[config.mk]
export PLATFORM = sky130hd
export DESIGN_NAME = srec_loader_flat
export DESIGN_NICKNAME = d
export VERILOG_FILES = /design/src/rtl/srec_loader_if.sv /design/src/rtl/srec_loader.sv /design/src/flat_wrapper.sv
export SDC_FILE = /design/constraint.sdc
export NUM_CORES = 1
export LEC_CHECK = 0
export ABC_CLOCK_PERIOD_IN_PS = 3100
export CORE_AREA = 2 2 117 119
export DETAILED_ROUTE_END_ITERATION = 12
export DIE_AREA = 0 0 119 121
export HOLD_SLACK_MARGIN = 0.03
export PLACE_DENSITY = 0.76
export REMOVE_ABC_BUFFERS = 1
export SLEW_MARGIN = 40
export SYNTH_ARGS = -nofsm -noshare
export SYNTH_HDL_FRONTEND = slang
export SYNTH_SLANG_ARGS = --single-unit
export TNS_END_PERCENT = 100
[constraint.sdc]
create_clock -name clk -period 3.1 [get_ports clk]
set_clock_uncertainty 0.05 [all_clocks]
set_input_delay 0.465 -clock clk [delete_from_list [all_inputs] [get_ports clk]]
set_output_delay 0.465 -clock clk [all_outputs]
set_load 0.005 [all_outputs]
[src/rtl/srec_loader_if.sv]
// Bus bundle for srec_loader: UART byte strobe in, byte-lane memory
// write port out, plus boot status (busy/done/entry/error).
// master = the loader itself, slave = the surrounding SoC side.
interface srec_loader_if #(
    parameter int ADDR_W = 32
);
    logic              rx_valid;
    logic [7:0]        rx_data;
    logic [ADDR_W-1:0] mem_addr;
    logic [31:0]       mem_wdata;
    logic [3:0]        mem_be;
    logic              mem_we;
    logic              mem_ack;
    logic              busy;
    logic              done;
    logic [ADDR_W-1:0] entry_addr;
    logic              err;
    logic [2:0]        err_code;

    modport master (
        input  rx_valid, rx_data, mem_ack,
        output mem_addr, mem_wdata, mem_be, mem_we,
        output busy, done, entry_addr, err, err_code
    );

    modport slave (
        output rx_valid, rx_data, mem_ack,
        input  mem_addr, mem_wdata, mem_be, mem_we,
        input  busy, done, entry_addr, err, err_code
    );
endinterface

[src/rtl/srec_loader.sv]
// Motorola S-record loader: parses the ASCII stream from the UART and
// issues one byte-lane write per data byte of S1/S2/S3 records.
// Optional: define SREC_CHECKSUM_EN to compare record checksums
// (error 2 on mismatch); otherwise checksum chars are only hex-checked.
//
// state | meaning
// IDLE  | waiting for 'S'
// TYPE  | expecting record type digit
// COUNT | two hex chars of the byte count
// ADDR  | 2*AL hex chars of address, MSB first
// DATA  | 2*DL hex chars of payload
// WRITE | mem_we high, waiting for mem_ack
// CKSUM | two hex chars of checksum
module srec_loader #(
    parameter int ADDR_W = 32
) (
    input  logic          clk,
    input  logic          reset,
    srec_loader_if.master bus
);
    typedef enum logic [2:0] {IDLE, TYPE, COUNT, ADDR, DATA, WRITE, CKSUM} state_t;
    state_t state, state_nx;

    logic [3:0]        rec_type;
    logic [2:0]        al;
    logic [7:0]        cnt;
    logic [7:0]        bytes_left;
    logic [3:0]        nib_hi;
    logic              nib_phase;
    logic [ADDR_W-1:0] addr;
    logic [7:0]        data_byte;
    logic              ovr;
    logic [ADDR_W-1:0] entry_addr;
    logic              done;
    logic [2:0]        err_code;

    logic              nib_ok;
    logic [3:0]        nib_val;
    logic              type_ok;
    logic [2:0]        type_al;
    logic              hex_state;
    logic              byte_done;
    logic [7:0]        full_byte;
    logic [7:0]        min_cnt;
    logic [7:0]        dl;
    logic              rec_data;
    logic              rec_term;
    logic              cnt_bad;
    logic              cks_bad;
    logic              err_set;
    logic [2:0]        err_val;

    assign hex_state = (state == COUNT) || (state == ADDR) || (state == DATA) || (state == CKSUM);
    assign byte_done = hex_state && bus.rx_valid && nib_ok && nib_phase;
    assign full_byte = {nib_hi, nib_val};
    assign min_cnt   = 8'(al) + 8'd1;
    assign dl        = cnt - min_cnt;
    assign rec_data  = (rec_type == 4'd1) || (rec_type == 4'd2) || (rec_type == 4'd3);
    assign rec_term  = (rec_type == 4'd7) || (rec_type == 4'd8) || (rec_type == 4'd9);
    // Termination records must carry no data, so their count is exactly AL+1.
    assign cnt_bad   = (full_byte < min_cnt) || (rec_term && (full_byte != min_cnt));

    // ASCII hex character to nibble
    always_comb begin
        nib_ok  = 1'b1;
        nib_val = 4'd0;
        if (bus.rx_data >= 8'h30 && bus.rx_data <= 8'h39)
            nib_val = bus.rx_data[3:0];
        else if ((bus.rx_data >= 8'h41 && bus.rx_data <= 8'h46) ||
                 (bus.rx_data >= 8'h61 && bus.rx_data <= 8'h66))
            nib_val = bus.rx_data[3:0] + 4'd9;
        else
            nib_ok = 1'b0;
    end

    // Record type digit to address length; S0 uses a 2-byte address
    always_comb begin
        type_ok = 1'b1;
        type_al = 3'd2;
        case (bus.rx_data)
            8'h30, 8'h31, 8'h39:        type_al = 3'd2;
            8'h32, 8'h38:               type_al = 3'd3;
            8'h33, 8'h35, 8'h36, 8'h37: type_al = 3'd4;
            default:                    type_ok = 1'b0;
        endcase
    end

`ifdef SREC_CHECKSUM_EN
    logic [7:0] sum;
    assign cks_bad = (full_byte != ~sum);

    // Running sum of count, address and data bytes
    always_ff @(posedge clk) begin
        if (reset)
            sum <= 8'd0;
        else if (byte_done && state == COUNT)
            sum <= full_byte;
        else if (byte_done && (state == ADDR || state == DATA))
            sum <= sum + full_byte;
    end
`else
    assign cks_bad = 1'b0;
`endif

    // State register
    always_ff @(posedge clk) begin
        if (reset)
            state <= IDLE;
        else
            state <= state_nx;
    end

    // Next state and error detection
    always_comb begin
        state_nx = state;
        err_set  = 1'b0;
        err_val  = 3'd0;
        case (state)
            IDLE: if (bus.rx_valid && bus.rx_data == 8'h53) state_nx = TYPE;
            TYPE: begin
                if (bus.rx_valid) begin
                    if (type_ok) begin
                        state_nx = COUNT;
                    end else begin
                        err_set  = 1'b1;
                        err_val  = 3'd5;
                        state_nx = IDLE;
                    end
                end
            end
            COUNT, ADDR, DATA, CKSUM: begin
                if (bus.rx_valid && !nib_ok) begin
                    err_set  = 1'b1;
                    err_val  = 3'd1;
                    state_nx = IDLE;
                end else if (byte_done) begin
                    case (state)
                        COUNT: begin
                            if (cnt_bad) begin
                                err_set  = 1'b1;
                                err_val  = 3'd3;
                                state_nx = IDLE;
                            end else begin
                                state_nx = ADDR;
                            end
                        end
                        ADDR: if (bytes_left == 8'd1) state_nx = (dl == 8'd0) ? CKSUM : DATA;
                        DATA: begin
                            if (rec_data)
                                state_nx = WRITE;
                            else if (bytes_left == 8'd1)
                                state_nx = CKSUM;
                        end
                        default: begin
                            if (cks_bad) begin
                                err_set = 1'b1;
                                err_val = 3'd2;
                            end
                            state_nx = IDLE;
                        end
                    endcase
                end
            end
            WRITE: begin
                if (bus.rx_valid) begin
                    err_set = 1'b1;
                    err_val = 3'd4;
                end
                // An overrun still lets the pending write finish before abandoning.
                if (bus.mem_ack)
                    state_nx = (ovr || bus.rx_valid) ? IDLE : ((bytes_left == 8'd0) ? CKSUM : DATA);
            end
            default: state_nx = IDLE;
        endcase
    end

    // Field assembly, address counter, error latch and done pulse
    always_ff @(posedge clk) begin
        if (reset) begin
            rec_type   <= 4'd0;
            al         <= 3'd0;
            cnt        <= 8'd0;
            bytes_left <= 8'd0;
            nib_hi     <= 4'd0;
            nib_phase  <= 1'b0;
            addr       <= '0;
            data_byte  <= 8'd0;
            ovr        <= 1'b0;
            entry_addr <= '0;
            done       <= 1'b0;
            err_code   <= 3'd0;
        end else begin
            done <= 1'b0;
            if (err_set && err_code == 3'd0)
                err_code <= err_val;
            if (state_nx == IDLE || state == TYPE)
                nib_phase <= 1'b0;
            else if (hex_state && bus.rx_valid && nib_ok)
                nib_phase <= ~nib_phase;
            if (hex_state && bus.rx_valid && nib_ok && !nib_phase)
                nib_hi <= nib_val;
            if (state == TYPE && bus.rx_valid) begin
                rec_type <= bus.rx_data[3:0];
                al       <= type_al;
            end
            if (byte_done) begin
                case (state)
                    COUNT: begin
                        cnt        <= full_byte;
                        bytes_left <= 8'(al);
                        addr       <= '0;
                    end
                    ADDR: begin
                        addr       <= (addr << 8) | ADDR_W'(full_byte);
                        bytes_left <= (bytes_left == 8'd1) ? dl : bytes_left - 8'd1;
                    end
                    DATA: begin
                        data_byte  <= full_byte;
                        bytes_left <= bytes_left - 8'd1;
                    end
                    CKSUM: begin
                        if (!cks_bad && rec_term) begin
                            entry_addr <= addr;
                            done       <= 1'b1;
                        end
                    end
                    default: ;
                endcase
            end
            if (state == WRITE) begin
                if (bus.rx_valid)
                    ovr <= 1'b1;
                if (bus.mem_ack) begin
                    addr <= addr + 1'b1;
                    ovr  <= 1'b0;
                end
            end
        end
    end

    assign bus.mem_we     = (state == WRITE);
    assign bus.mem_addr   = addr & ~ADDR_W'(3);
    assign bus.mem_be     = (state == WRITE) ? (4'b0001 << addr[1:0]) : 4'b0000;
    assign bus.mem_wdata  = {4{data_byte}};
    assign bus.busy       = (state != IDLE);
    assign bus.done       = done;
    assign bus.entry_addr = entry_addr;
    assign bus.err        = (err_code != 3'd0);
    assign bus.err_code   = err_code;
endmodule
[src/flat_wrapper.sv]
// flat-port wrapper written by rule: the top's interface ports become plain ports
module srec_loader_flat 
#(
    parameter int ADDR_W = 32
)
  (clk, reset, bus_rx_valid, bus_rx_data, bus_mem_ack, bus_mem_addr, bus_mem_wdata, bus_mem_be, bus_mem_we, bus_busy, bus_done, bus_entry_addr, bus_err, bus_err_code);
  srec_loader_if #(.ADDR_W(ADDR_W)) bus_i ();
  input  logic clk;
  input  logic reset;
  input wire logic [$bits(bus_i.rx_valid)-1:0] bus_rx_valid;
  input wire logic [$bits(bus_i.rx_data)-1:0] bus_rx_data;
  input wire logic [$bits(bus_i.mem_ack)-1:0] bus_mem_ack;
  output wire logic [$bits(bus_i.mem_addr)-1:0] bus_mem_addr;
  output wire logic [$bits(bus_i.mem_wdata)-1:0] bus_mem_wdata;
  output wire logic [$bits(bus_i.mem_be)-1:0] bus_mem_be;
  output wire logic [$bits(bus_i.mem_we)-1:0] bus_mem_we;
  output wire logic [$bits(bus_i.busy)-1:0] bus_busy;
  output wire logic [$bits(bus_i.done)-1:0] bus_done;
  output wire logic [$bits(bus_i.entry_addr)-1:0] bus_entry_addr;
  output wire logic [$bits(bus_i.err)-1:0] bus_err;
  output wire logic [$bits(bus_i.err_code)-1:0] bus_err_code;
  assign bus_i.rx_valid = bus_rx_valid;
  assign bus_i.rx_data = bus_rx_data;
  assign bus_i.mem_ack = bus_mem_ack;
  assign bus_mem_addr = bus_i.mem_addr;
  assign bus_mem_wdata = bus_i.mem_wdata;
  assign bus_mem_be = bus_i.mem_be;
  assign bus_mem_we = bus_i.mem_we;
  assign bus_busy = bus_i.busy;
  assign bus_done = bus_i.done;
  assign bus_entry_addr = bus_i.entry_addr;
  assign bus_err = bus_i.err;
  assign bus_err_code = bus_i.err_code;
  srec_loader #(.ADDR_W(ADDR_W)) u_core (.clk(clk), .reset(reset), .bus(bus_i));
endmodule
; Yosys cells after proc, flatten, opt, wreduce, memory -nomap -nowiden
; Cells that the tools add are included.
[word_totals]
regBits = 108
latch_bits = 0
ram_bits = 0
romBits = 0
inputBits = 12
memories = 0
[classes]
n_addsub = 5
multipliers = 0
div = 0
magnitude_cmp = 7
eq_ne = 24
shifts = 1
n_mux = 47
n_bitwise = 4
n_reduce_logical = 45
[ops]
columns = operator, n
row1 = 32-bit 2-to-1 mux, 3
row2 = 8-bit by 6-bit == test with 1-bit output (second input constant), 9
row3 = 32-bit one-hot mux with 2 select lines, 1
row4 = 3-bit 2-to-1 mux, 15
row5 = 32-bit by 1-bit adder with 32-bit output (second input constant), 1
row6 = 32-bit by 8-bit bitwise OR with 32-bit output, 1
row7 = 8-bit one-hot mux with 3 select lines, 1
row8 = 3-bit one-hot mux with 3 select lines, 2
row9 = 8-bit by 7-bit greater-or-equal comparator with 1-bit output (second input constant), 2
row10 = 8-bit by 7-bit <= comparator with 1-bit output (second input constant), 2
row11 = 8-bit logical NOT, 2
row12 = 1-bit 2-to-1 mux, 13
row13 = 1-bit logical AND, 12
row14 = 4-bit 2-to-1 mux, 3
row15 = 3-bit one-hot mux with 4 select lines, 1
row16 = 1-bit logical OR, 11
row17 = 2-bit 2-to-1 mux, 5
row18 = 3-bit == test (second input constant), 3
row19 = 3-bit logical NOT, 3
row20 = 3-bit nonzero test, 3
row21 = 9-bit OR reduction, 1
row22 = 4-bit by 2-bit == test with 1-bit output (second input constant), 2
row23 = 4-bit == test (second input constant), 2
row24 = 8-bit by 1-bit == test with 1-bit output (second input constant), 1
row25 = other kinds (25), 34

; Depth between registers and ports, before layout
; Gate-level depths: netlist of the first run.
[logic_depth]
word_depth = 16
ltp_mapped = 14
mapped_depth_nobuf = 14

; Worst setup path after synthesis of the first run
; Ideal clock, no wire load.
[synth_timing]
path_type = input to register
start = input bus_rx_data[3]
end = register u_core.nib_phase
setup_time_ns = 0.127
arrival_time_ns = 3.029
required_ns = 2.923
setup_slack_ns = -0.106
cell_stages = 13
path_cell_list = buf_2 or4b_1 a311oi_2 buf_2 a21oi_1 mux2i_1 ha_1 nand4_1 nor2_1 a2bb2oi_1 a211o_1 a31oi_1 a31oi_1
[synth_via]
elab_chain_cells = 16
word_cells_on_any_way = 47
classes_between = add/sub (1) / order compare (7) / eq/ne (11) / mux (13) / reduce/logical (15)
[synth_lines]
columns = element, line
row1 = "start, declared", flat_wrapper.sv:11  ; input wire logic [$bits(bus_i.rx_data)-1:0] bus_rx_data;
row2 = 8-bit by 7-bit greater-or-equal comparator with 1-bit output (tied with other cells), srec_loader.sv:69  ; else if ((bus.rx_data >= 8'h41 && bus.rx_data <= 8'h46) ||
row3 = "1-bit logical AND, on equally long branches", "srec_loader.sv:69, srec_loader.sv:70"
row4 = 1-bit logical OR, srec_loader.sv:69
row5 = 4-bit 2-to-1 mux, srec_loader.sv:69
row6 = 4-bit 2-to-1 mux (*), srec_loader.sv:67  ; if (bus.rx_data >= 8'h30 && bus.rx_data <= 8'h39)
row7 = named net u_core.nib_val[2], srec_loader.sv:38  ; logic [3:0] nib_val;
row8 = "parallel branches: the longest is 2 deep, another holds 8-bit less-than comparator", --
row9 = 1-bit logical OR (*), srec_loader.sv:61  ; assign cnt_bad = (full_byte < min_cnt) || (rec_term && (full_byte != min_cnt));
row10 = 2-bit 2-to-1 mux (*), srec_loader.sv:139  ; if (cnt_bad) begin
row11 = 3-bit one-hot mux with 3 select lines (*), srec_loader.sv:137  ; case (state)
row12 = 3-bit 2-to-1 mux (*), srec_loader.sv:136  ; end else if (byte_done) begin
row13 = 3-bit 2-to-1 mux (*), srec_loader.sv:132  ; if (bus.rx_valid && !nib_ok) begin
row14 = 3-bit one-hot mux with 4 select lines (*), srec_loader.sv:118  ; case (state)
row15 = 3-bit logical NOT (*), srec_loader.sv:196  ; if (state_nx == IDLE || state == TYPE)
row16 = 1-bit logical OR (*), srec_loader.sv:196
row17 = 2-bit OR reduction (no line) (*), --
row18 = "end signal, assigned", srec_loader.sv:199  ; nib_phase <= ~nib_phase;
row19 = "end, declared", srec_loader.sv:29  ; logic nib_phase;
; Mark *: on every way through the listed nets, which the timed path passes.
; A chain may end at the register's enable or synchronous reset.

; Final worst setup path of the first run
[layout_timing]
start = input bus_rx_data[4]
end = register u_core.nib_phase
; Same word-level chain as after synthesis.

==> results of run 1 <==
## cell type report
cell class / count / area [um2]
Clock buffer: 9 / 225.2
Clock inverter: 7 / 92.59
Fill cell: 1174 / 5381
Multi-Input combinational cell: 566 / 3311
Sequential cell: 108 / 2162
Tap cell: 176 / 220.2
Timing Repair Buffer: 168 / 1610
Inverter: 22 / 82.58
## routing by layer
layer	GRT usage (%)	vias to the layer above
met1	34.42	2784
met4	7.292	0
met2	34.63	252
li1	-	2918
met3	3.383	25
met5	0	-
## tightest hold or removal path: cells and delay by family (launching register included)
| family | cells | cell delay, ps |
|---|---|---|
| compound gates | 1 | 50 |
| flops | 1 | 310 |
| simple gates | 1 | 50 |
## registers in the layout, summed over array words and instances, names as in the netlist
name,count
u_core.addr,32
u_core.al,3
u_core.bus.done,1
u_core.bus.entry_addr,32
u_core.bus.err_code,3
u_core.bytes_left,8
u_core.cnt,8
u_core.data_byte,8
u_core.nib_hi,4
u_core.nib_phase,1
u_core.ovr,1
u_core.rec_type,4
u_core.state,3
## logic make-up after synthesis
kind of cell | Yosys count | share of synthesized area, %
multiplexers | 16 | 2.769
buffers and inverters | 123 | 11.59
AO/OA/AOI/OAI | 194 | 20.14
other | 1 | 0.06147
flip-flops | 108 | 35.44
adder cells (fa/ha/maj) | 20 | 4.225
AND/OR/NAND/NOR | 325 | 24.49
XOR/XNOR | 9 | 1.292
## power breakdown
| part | switching, mW | total (mW) | internal, mW |
|---|---|---|---|
| sequential | 0.0000514 | 1.39 | 1.39 |
| combinational | 0.0654 | 0.111 | 0.0456 |
| clock | 0.577 | 1.23 | 0.649 |
| total | 0.642 | 2.72 | 2.08 |
## repair_timing
item	CTS	global route
buffers inserted	1	1
endpoints found under the setup margin	3	27
gates resized for setup	5	15
hold endpoints to repair	0	0
pin swaps	4	9
## cell usage in the layout (no fill, tap or decap), types with 9 or more instances in the layout
cell type,count
a211oi_1,15
a21oi_1,83
a31oi_1,14
buf_4,49
clkbuf_16,9
clkdlybuf4s50_1,109
dfxtp_1,108
ha_1,18
inv_1,21
nand2_1,141
nand3_1,24
nand4_1,9
nor2_1,74
nor3_1,18
o21ai_0,23
or3_1,11
## through the flow
step / hold WS, ps / power [mW] / util, % / setup TNS, ps / std cells
2_1_floorplan: 380.1 / 1.448 / - / -17120 / 696
3_3_place_gp: 390.8 / 1.520 / 55.74 / -8807 / 1038
3_5_place_dp: 395.6 / 1.521 / 55.74 / -10390 / 1038
4_1_cts: 406.3 / 2.726 / 58.41 / 0 / 1055
5_1_grt: 423.3 / 2.798 / 58.87 / -7.964 / 1056
6_report: 403.8 / 2.722 / 58.87 / 0 / 1056
## worst max path at each step
| stage | from | end | slack, ps | cells past startpoint |
|---|---|---|---|---|
| final | bus_rx_data[4] | u_core.nib_phase | 120 | 12 |
| after global routing | bus_rx_data[4] | u_core.nib_phase | -8 | 12 |
| after CTS | bus_rx_data[3] | u_core.nib_phase | 2 | 12 |
| after detailed placement | bus_rx_data[4] | u_core.nib_phase | -460 | 12 |
| after global placement | bus_rx_data[4] | u_core.nib_phase | -410 | 12 |
| after floorplan | bus_rx_data[3] | u_core.bus.entry_addr[0] | -530 | 6 |
==> impl_metrics.tcl, run 1 <==
set metrics [dict create \
    async_reset_ff_share_pct 0 \
    max-clock-path-buffers 2 \
    synth_cell_types 66 \
    status "complete, no violations" \
    numCtsBuffers 9 \
    rows 42 \
    top_layer_used "met4" \
    ys_warn_count 0 \
    hpwl_mm 11.66 \
    cts_root_buf "clkbuf_16" \
    setup-violations-final 0 \
    worstPathArrival_ps 3160 \
    grt_util_all_layers_pct 23.22 \
    grt_max_degree 66 \
    yosysTopAreaCellShare_pct 35.44 \
    io_pins 119 \
    fin_crit_ps 2979 \
    rr_endpoint "u_core.state[1]" \
    wl_met1_mm 7.914 \
    power-per-cell-area_nw_per_um2 353.4 \
    place.gp.congestion 0.9036 \
    r2r_slack_ps 350 \
    critPathCaptureType "flip-flop" \
    dieArea_um2 14400 \
    antenna_found_initial 0 \
    hold_path_end "u_core.bus.entry_addr[30]" \
    n_antenna_cell 0 \
    synth-edff-count 0 \
    drc 0 \
    critPathTopFamily "compound AO/OA/AOI/OAI gates" \
    synthTopCellsByCount "nand2_1, dfxtp_1, a21oi_1, nor2_1, buf_4" \
    grt_pass1_vias 5419 \
    cts_tree "built" \
    grt_first_pass_wirelength_mm 27.43 \
    critPathMostFrequentCell "a31oi_1" \
    synth.avg_cell_area_um2 7.664 \
    cts.sinks 108 \
    hold_depth 2 \
    critical_path_required_ps 3280 \
    ant_nets 0 \
    max_stage_delay_ps 530 \
    dr_wl_met2_mm 7.322 \
    die_w_um 119 \
    yosysMostFrequentCell "nand2_1" \
    drtIter0Drc 549 \
    maxSlewViolCount 0 \
    htreeDepth 3 \
    path_cells "dlygate4sd2_1 -> or4b_4 -> a311oi_4 -> a22oi_2 -> inv_1 -> ha_1 -> nor2b_1 -> o211ai_1 -> a2bb2oi_2 -> a211o_1 -> a31oi_1 -> a31oi_1" \
    drive_above_1_share_pct 10.91 \
    initial_core_util_pct 46.62 \
    critical-path-slowest-cell "or4b_4" \
    hold_violations 0 \
    postCtsHoldBufs 0 \
    die_h_um 121 \
    path_buf_inv 2 \
    dpl-instance-area_um2 7293 \
    min_from "u_core.bus.entry_addr[30]" \
    critPathMaxFanout 5 \
    yosysSeqAreaShare_pct 35.44 \
    pre_cts_slack_ps -460.6 \
    max_freq_mhz 335.7 \
    vdd_ir_drop_max_uv 263.6 \
    coreArea_um2 13090 \
    ys_ff_latch 108 \
    synth-main-ff-cell "dfxtp_1" \
    synthCells 796 \
    avgViaCountPerCell 5.662 \
    hold_path.class "reg2reg" \
    worstReg2RegStart "u_core.al[0]" \
    syn_area_um2 6101 \
    worst_pin_slew_ps 692.7 \
    total_leakage_power_nw 2.716 \
    routed-via-count 5979 \
    wl_met3_mm 1.181 \
    finalWirelength_mm 16.69 \
    reg2regPathDepth 9 \
    worst-setup-path-type "in2reg" \
    avgRoutedWirePerCell_um 15.81 \
    setup_slack_ps 121.5 \
    fin_nets 907 \
    max-cap-violations 0 \
    area_delta_synth_final_pct 26.27 \
    grt-ovfl-total 0 \
    synth_area_leaders "dfxtp_1, nand2_1, a21oi_1" \
    insertion_delay_ps 350 \
    slew_headroom_pct 53.82 \
    portBuffers 116 \
    path_clk_slew_ps 80 \
    first_pass_iters 7 \
    post-route-cell-area_um2 7704 \
    crit_path_start_kind "primary input" \
    synth_top_cell_by_area "dfxtp_1" \
    period_share_pct 96.08 \
]
(Power assumes the default switching activity.)
==> run 2, diff against run 1 <==
--- a/config.mk
+++ b/config.mk
@@ -6,11 +6,11 @@
 export NUM_CORES = 1
 export LEC_CHECK = 0
 export ABC_CLOCK_PERIOD_IN_PS = 3100
-export CORE_AREA = 2 2 117 119
+export CORE_AREA = 2 2 123 125
 export DETAILED_ROUTE_END_ITERATION = 12
-export DIE_AREA = 0 0 119 121
+export DIE_AREA = 0 0 125 127
 export HOLD_SLACK_MARGIN = 0.03
-export PLACE_DENSITY = 0.76
+export PLACE_DENSITY = 0.7
 export REMOVE_ABC_BUFFERS = 1
 export SLEW_MARGIN = 40
 export SYNTH_ARGS = -nofsm -noshare
==> run 2 against run 1 <==
Net effect: cell count increased by 0.85%; clock power decreased by 9.8%; critical path depth is 1 higher; flip-flop and latch count did not move; design area down 0.28%; die area grew 10%; fmax grew 1.9%; sequential power about the same; power shrank 4.1%; combinational power about the same.
==> impl_metrics.tcl, run 2 (synthesis gave the netlist of run 1 again) <==
set metrics [dict create \
    n_antenna_cell 0 \
    vdd_ir_drop_max_uv 278.7 \
    numCtsBuffers 9 \
    reg.largest.list "u_core.addr x32, u_core.bus.entry_addr x32" \
    hold_path.class "in2reg" \
    coreArea_um2 14420 \
    grt_first_pass_wirelength_mm 27.52 \
    post-route-cell-area_um2 7682 \
    rsz0062_at_grt "false" \
    setup_slack_ps 177.0 \
    r2r_slack_ps 260 \
    grt_max_degree 66 \
    cts_tree "built" \
    die_h_um 127 \
    worstPathArrival_ps 3110 \
    drc 0 \
    avgViaCountPerCell 5.495 \
    cts.sinks 108 \
    postCtsHoldBufs 0 \
    grt_pass1_vias 5310 \
    io_pins 119 \
    critPathMaxFanout 4 \
    cts_root_buf "clkbuf_16" \
    hold_slack_ps 342.5 \
    initial_core_util_pct 42.30 \
    worst-setup-path-type "in2reg" \
    critPathCaptureType "flip-flop" \
    hpwl_mm 11.97 \
    place.gp.congestion 0.9188 \
    pre_cts_slack_ps -490.4 \
    antenna_found_initial 0 \
    critical-path-slowest-cell "or4b_4" \
    avgRoutedWirePerCell_um 15.77 \
    first_pass_iters 5 \
    critical_path_required_ps 3280 \
    finalWirelength_mm 16.79 \
    status "complete, no violations" \
    final_cells 1065 \
    final_common_cell "nand2_1" \
    insertion_delay_ps 360 \
    slew_headroom_pct 59.58 \
    dp.cells 1047 \
    setup_tns_ps 0 \
    grt-ovfl-total 0 \
    power.total_mw 2.610 \
    area_delta_synth_final_pct 25.92 \
    total_leakage_power_nw 2.712 \
    htreeDepth 3 \
    grt_util_all_layers_pct 20.94 \
    setup-violations-final 0 \
    drtIter0Drc 440 \
    max_stage_delay_ps 530 \
    routed-via-count 5852 \
    final_core_util_pct 53.26 \
    max-clock-path-buffers 2 \
    path_clk_slew_ps 70 \
    dpl-instance-area_um2 7298 \
    maxSlewViolCount 0 \
    crit_path_start_kind "primary input" \
    hold_violations 0 \
    max-cap-violations 0 \
    fin_nets 909 \
    ant_nets 0 \
    fin_crit_ps 2923 \
    drive_above_1_share_pct 10.78 \
    period_share_pct 94.29 \
    rows 44 \
    fillCellCount 1379 \
    portBuffers 116 \
    dieArea_um2 15880 \
    die_w_um 125 \
    power-per-cell-area_nw_per_um2 339.8 \
    max_freq_mhz 342.1 \
    final_cell_mix "nand2_1, clkdlybuf4s50_1, dfxtp_1" \
    worst_pin_slew_ps 606.3 \
    path_cells "dlygate4sd2_1 -> or4b_4 -> a311oi_4 -> buf_4 -> a22oi_2 -> inv_1 -> ha_1 -> nor2b_1 -> o211ai_1 -> a2bb2oi_2 -> a211o_1 -> a31oi_2 -> a31oi_1" \
]
-- run 2: final cells by class --
cell class / count / area (um2) / share of cell area [%]
sequential: 108 / 2162 / 28.14
clock buffer: 11 / 242.7 / 3.160
timing repair buffer: 170 / 1613 / 20.99
multi-input combinational: 566 / 3321 / 43.22
inverter: 22 / 82.58 / 1.075
clock inverter: 4 / 31.28 / 0.4072
tap: 184 / 230.2 / 2.997
-- run 2: worst max-delay path: cells and delay by family --
family | cells | cell delay (ps)
compound gates | 7 | 1200
fa+ha+maj | 1 | 230
simple gates | 2 | 660
buf+inv | 3 | 540
-- run 2: worst paths after layout --
kind	startpoint	end	depth (start not counted)
setup / recovery	bus_rx_data[4]	u_core.nib_phase	13
hold reg to reg	u_core.bus.entry_addr[10]	u_core.bus.entry_addr[10]	2
hold / removal	reset	u_core.rec_type[2]	2
setup reg to reg	u_core.al[0]	u_core.state[1]	9
-- run 2: timing repair --
action                                 in CTS  in global routing
setup buffers                               1                  2
endpoints found under the hold margin       0                  0
pin swaps                                   2                  9
setup endpoints to repair                   4                 43
gates resized for setup                     6                 14
-- run 2: metal layers --
layer  global-route usage [%]  vias to the layer above  wire, um
li1                         -                     2906         -
met1                    30.15                     2734      8155
met4                    6.471                        0       207
met2                    32.07                      196      7316
met5                        0                        -         0
met3                    3.727                       16      1110
-- run 2: power breakdown --
part | internal [mW] | total (mW) | switching, mW
logic | 0.0461 | 0.112 | 0.0654
registers | 1.39 | 1.39 | 0.0000755
clock network | 0.571 | 1.11 | 0.541
==> run 3, diff against run 2 <==
--- a/config.mk
+++ b/config.mk
@@ -5,7 +5,7 @@
 export SDC_FILE = /design/constraint.sdc
 export NUM_CORES = 1
 export LEC_CHECK = 0
-export ABC_CLOCK_PERIOD_IN_PS = 3100
+export ABC_CLOCK_PERIOD_IN_PS = 2650
 export CORE_AREA = 2 2 123 125
 export DETAILED_ROUTE_END_ITERATION = 12
 export DIE_AREA = 0 0 125 127
==> constraint.sdc (replaced) <==
create_clock -name clk -period 2.65 [get_ports clk]
set_clock_uncertainty 0.05 [all_clocks]
set_input_delay 0.3975 -clock clk [delete_from_list [all_inputs] [get_ports clk]]
set_output_delay 0.3975 -clock clk [all_outputs]
set_load 0.005 [all_outputs]
==> run 3 against run 2 <==
Net effect: design area increased by 4.0%; wire length up 5.2%; register-to-register slack got worse by 160 ps; utilization up 2.1 points; cell count is 2.9% higher; count of clock-buffer cells in the layout fell by 1; sequential power rose by 17%; sequential share of layout area down 1.1 points; non-clock buffer count grew 31.
==> impl_metrics.tcl, run 3 (synthesis gave the netlist of run 1 again) <==
set metrics [dict create \
    status "complete, no violations" \
    max_freq_mhz 380.8 \
    dieArea_um2 15880 \
    pwr-share-seq_pct 53.3 \
    final_common_cell "nand2_1" \
    slew_headroom_pct 54.41 \
    power-per-cell-area_nw_per_um2 381.1 \
    n_antenna_cell 0 \
    critPathMaxFanout 4 \
    worstPathArrival_ps 2810 \
    max_stage_delay_ps 560 \
    setup-violations-final 0 \
    avgViaCountPerCell 5.433 \
    crit_path_start_kind "primary input" \
    die_w_um 125 \
    critical_path_required_ps 2830 \
    pwr-share-clk_pct 42.1 \
    maxSlewViolCount 0 \
    fin_nets 940 \
    first_pass_iters 5 \
    hold_path.class "in2reg" \
    max-cap-violations 0 \
    intPower_mw 2.322 \
    coreArea_um2 14420 \
    place.gp.congestion 0.8957 \
    rsz0062_at_grt "true" \
    worst_pin_slew_ps 678.7 \
    worst-setup-path-type "in2reg" \
    critical-path-slowest-cell "or4b_4" \
    total_leakage_power_nw 2.834 \
    ant_nets 0 \
    initial_core_util_pct 42.30 \
    grt-ovfl-total 0 \
    postCtsHoldBufs 0 \
    cts.sinks 108 \
    path_clk_slew_ps 70 \
    drtIter0Drc 515 \
    setup_slack_ps 23.90 \
    switchingPower_uw 721.4 \
    grt_max_degree 50 \
    htreeDepth 3 \
    hpwl_mm 12.41 \
    io_pins 119 \
    hold_violations 0 \
    reg.largest.list "u_core.addr x32, u_core.bus.entry_addr x32" \
    drive_above_1_share_pct 15.79 \
    numCtsBuffers 9 \
    period_share_pct 99.10 \
    antenna_found_initial 0 \
    hold_slack_ps 398.7 \
    grt_pass1_vias 5552 \
    cts_root_buf "clkbuf_16" \
    vdd_ir_drop_max_uv 356.6 \
    routed-via-count 5955 \
    grt_util_all_layers_pct 21.73 \
    critPathCaptureType "flip-flop" \
    finalWirelength_mm 17.66 \
    cts_tree "built" \
    insertion_delay_ps 360 \
    grt_first_pass_wirelength_mm 28.50 \
    swShare_pct 23.70 \
    pre_cts_slack_ps -888.4 \
    portBuffers 116 \
    max-clock-path-buffers 2 \
    drc 0 \
    rows 44 \
    path_cells "buf_6 -> or4b_4 -> a311oi_4 -> a22oi_2 -> inv_1 -> ha_1 -> nor2b_1 -> o211ai_1 -> a2bb2oi_2 -> a211o_1 -> a31oi_2 -> a31oi_1" \
    avgRoutedWirePerCell_um 16.11 \
    fin_crit_ps 2626 \
    die_h_um 127 \
    final_cell_mix "nand2_1, clkdlybuf4s50_1, dfxtp_1" \
    p_comb_share_pct 4.6 \
    area_delta_synth_final_pct 30.91 \
]
-- run 3: changes by cell type in the layout (fill, tap and decap cells not counted), moves of 3 or more --
cell            change
a21oi_2             +3
dlymetal6s2s_1      -5
a21oi_1             -3
inv_1               -3
buf_6               +3
inv_2               +3
inv_6               -3
buf_4              +28
buf_2               +3
-- run 3: worst paths after layout --
path / from / end / slack [ps] / cells after the start
max: bus_rx_data[3] / u_core.nib_phase / 20 / 12
min: bus_rx_data[3] / u_core.rec_type[3] / 400 / 4
max reg2reg: u_core.al[0] / u_core.state[1] / 100 / 10
min reg2reg: u_core.bus.entry_addr[6] / u_core.bus.entry_addr[6] / 400 / 2
-- run 3: worst max-delay path: cells and delay by family --
family | cells | cell delay, ps
AO/OA/AOI/OAI | 7 | 1290
AND/OR/NAND/NOR | 2 | 690
adder cells (fa/ha/maj) | 1 | 240
buffers and inverters | 2 | 180
-- run 3: per-layer routing --
layer / wire length (um) / up-vias / GRT usage [%]
li1: - / 2972 / -
met5: 0 / - / 0
met1: 8783 / 2778 / 32.32
met4: 253 / 0 / 7.516
met2: 7721 / 190 / 32.58
met3: 904 / 15 / 2.638
-- run 3: repair_timing --
item / 4_1_cts / 5_1_grt
resized for setup: 37 / 19
pin swaps: 16 / 8
buffers inserted: 5 / 2
gates cloned: 1 / 1
endpoints found under the setup margin: 79 / 73
-- run 3: stage by stage --
| step | area (um2) | std cells | total power, mW | setup TNS [ps] | util, % |
|---|---|---|---|---|---|
| after floorplan | 5480 | 696 | 1.694 | -37390 | - |
| after global placement | 7493 | 1073 | 1.783 | -43580 | 51.95 |
| after detailed placement | 7493 | 1073 | 1.784 | -48510 | 51.95 |
| after CTS | 7889 | 1094 | 3.055 | -75.77 | 54.69 |
| after global routing | 7986 | 1096 | 3.143 | -373.5 | 55.37 |
| final | 7986 | 1096 | 3.043 | 0 | 55.37 |
-- run 3: area by class of cell --
class                           count  area, um2
Clock buffer                       10      229.0
Clock inverter                      5      38.79
Fill cell                        1360       6437
Inverter                           22      82.58
Multi-Input combinational cell    566       3382
Sequential cell                   108       2163
Tap cell                          184      230.2
Timing Repair Buffer              201       1861
-- run 3: power groups by stage --
stage	logic (mW)	clock network (mW)	registers, mW
floorplan	0.0343	0	1.66
global placement	0.124	0	1.66
detailed placement	0.124	0	1.66
CTS	0.134	1.30	1.62
global route	0.152	1.37	1.62
finish	0.140	1.28	1.62
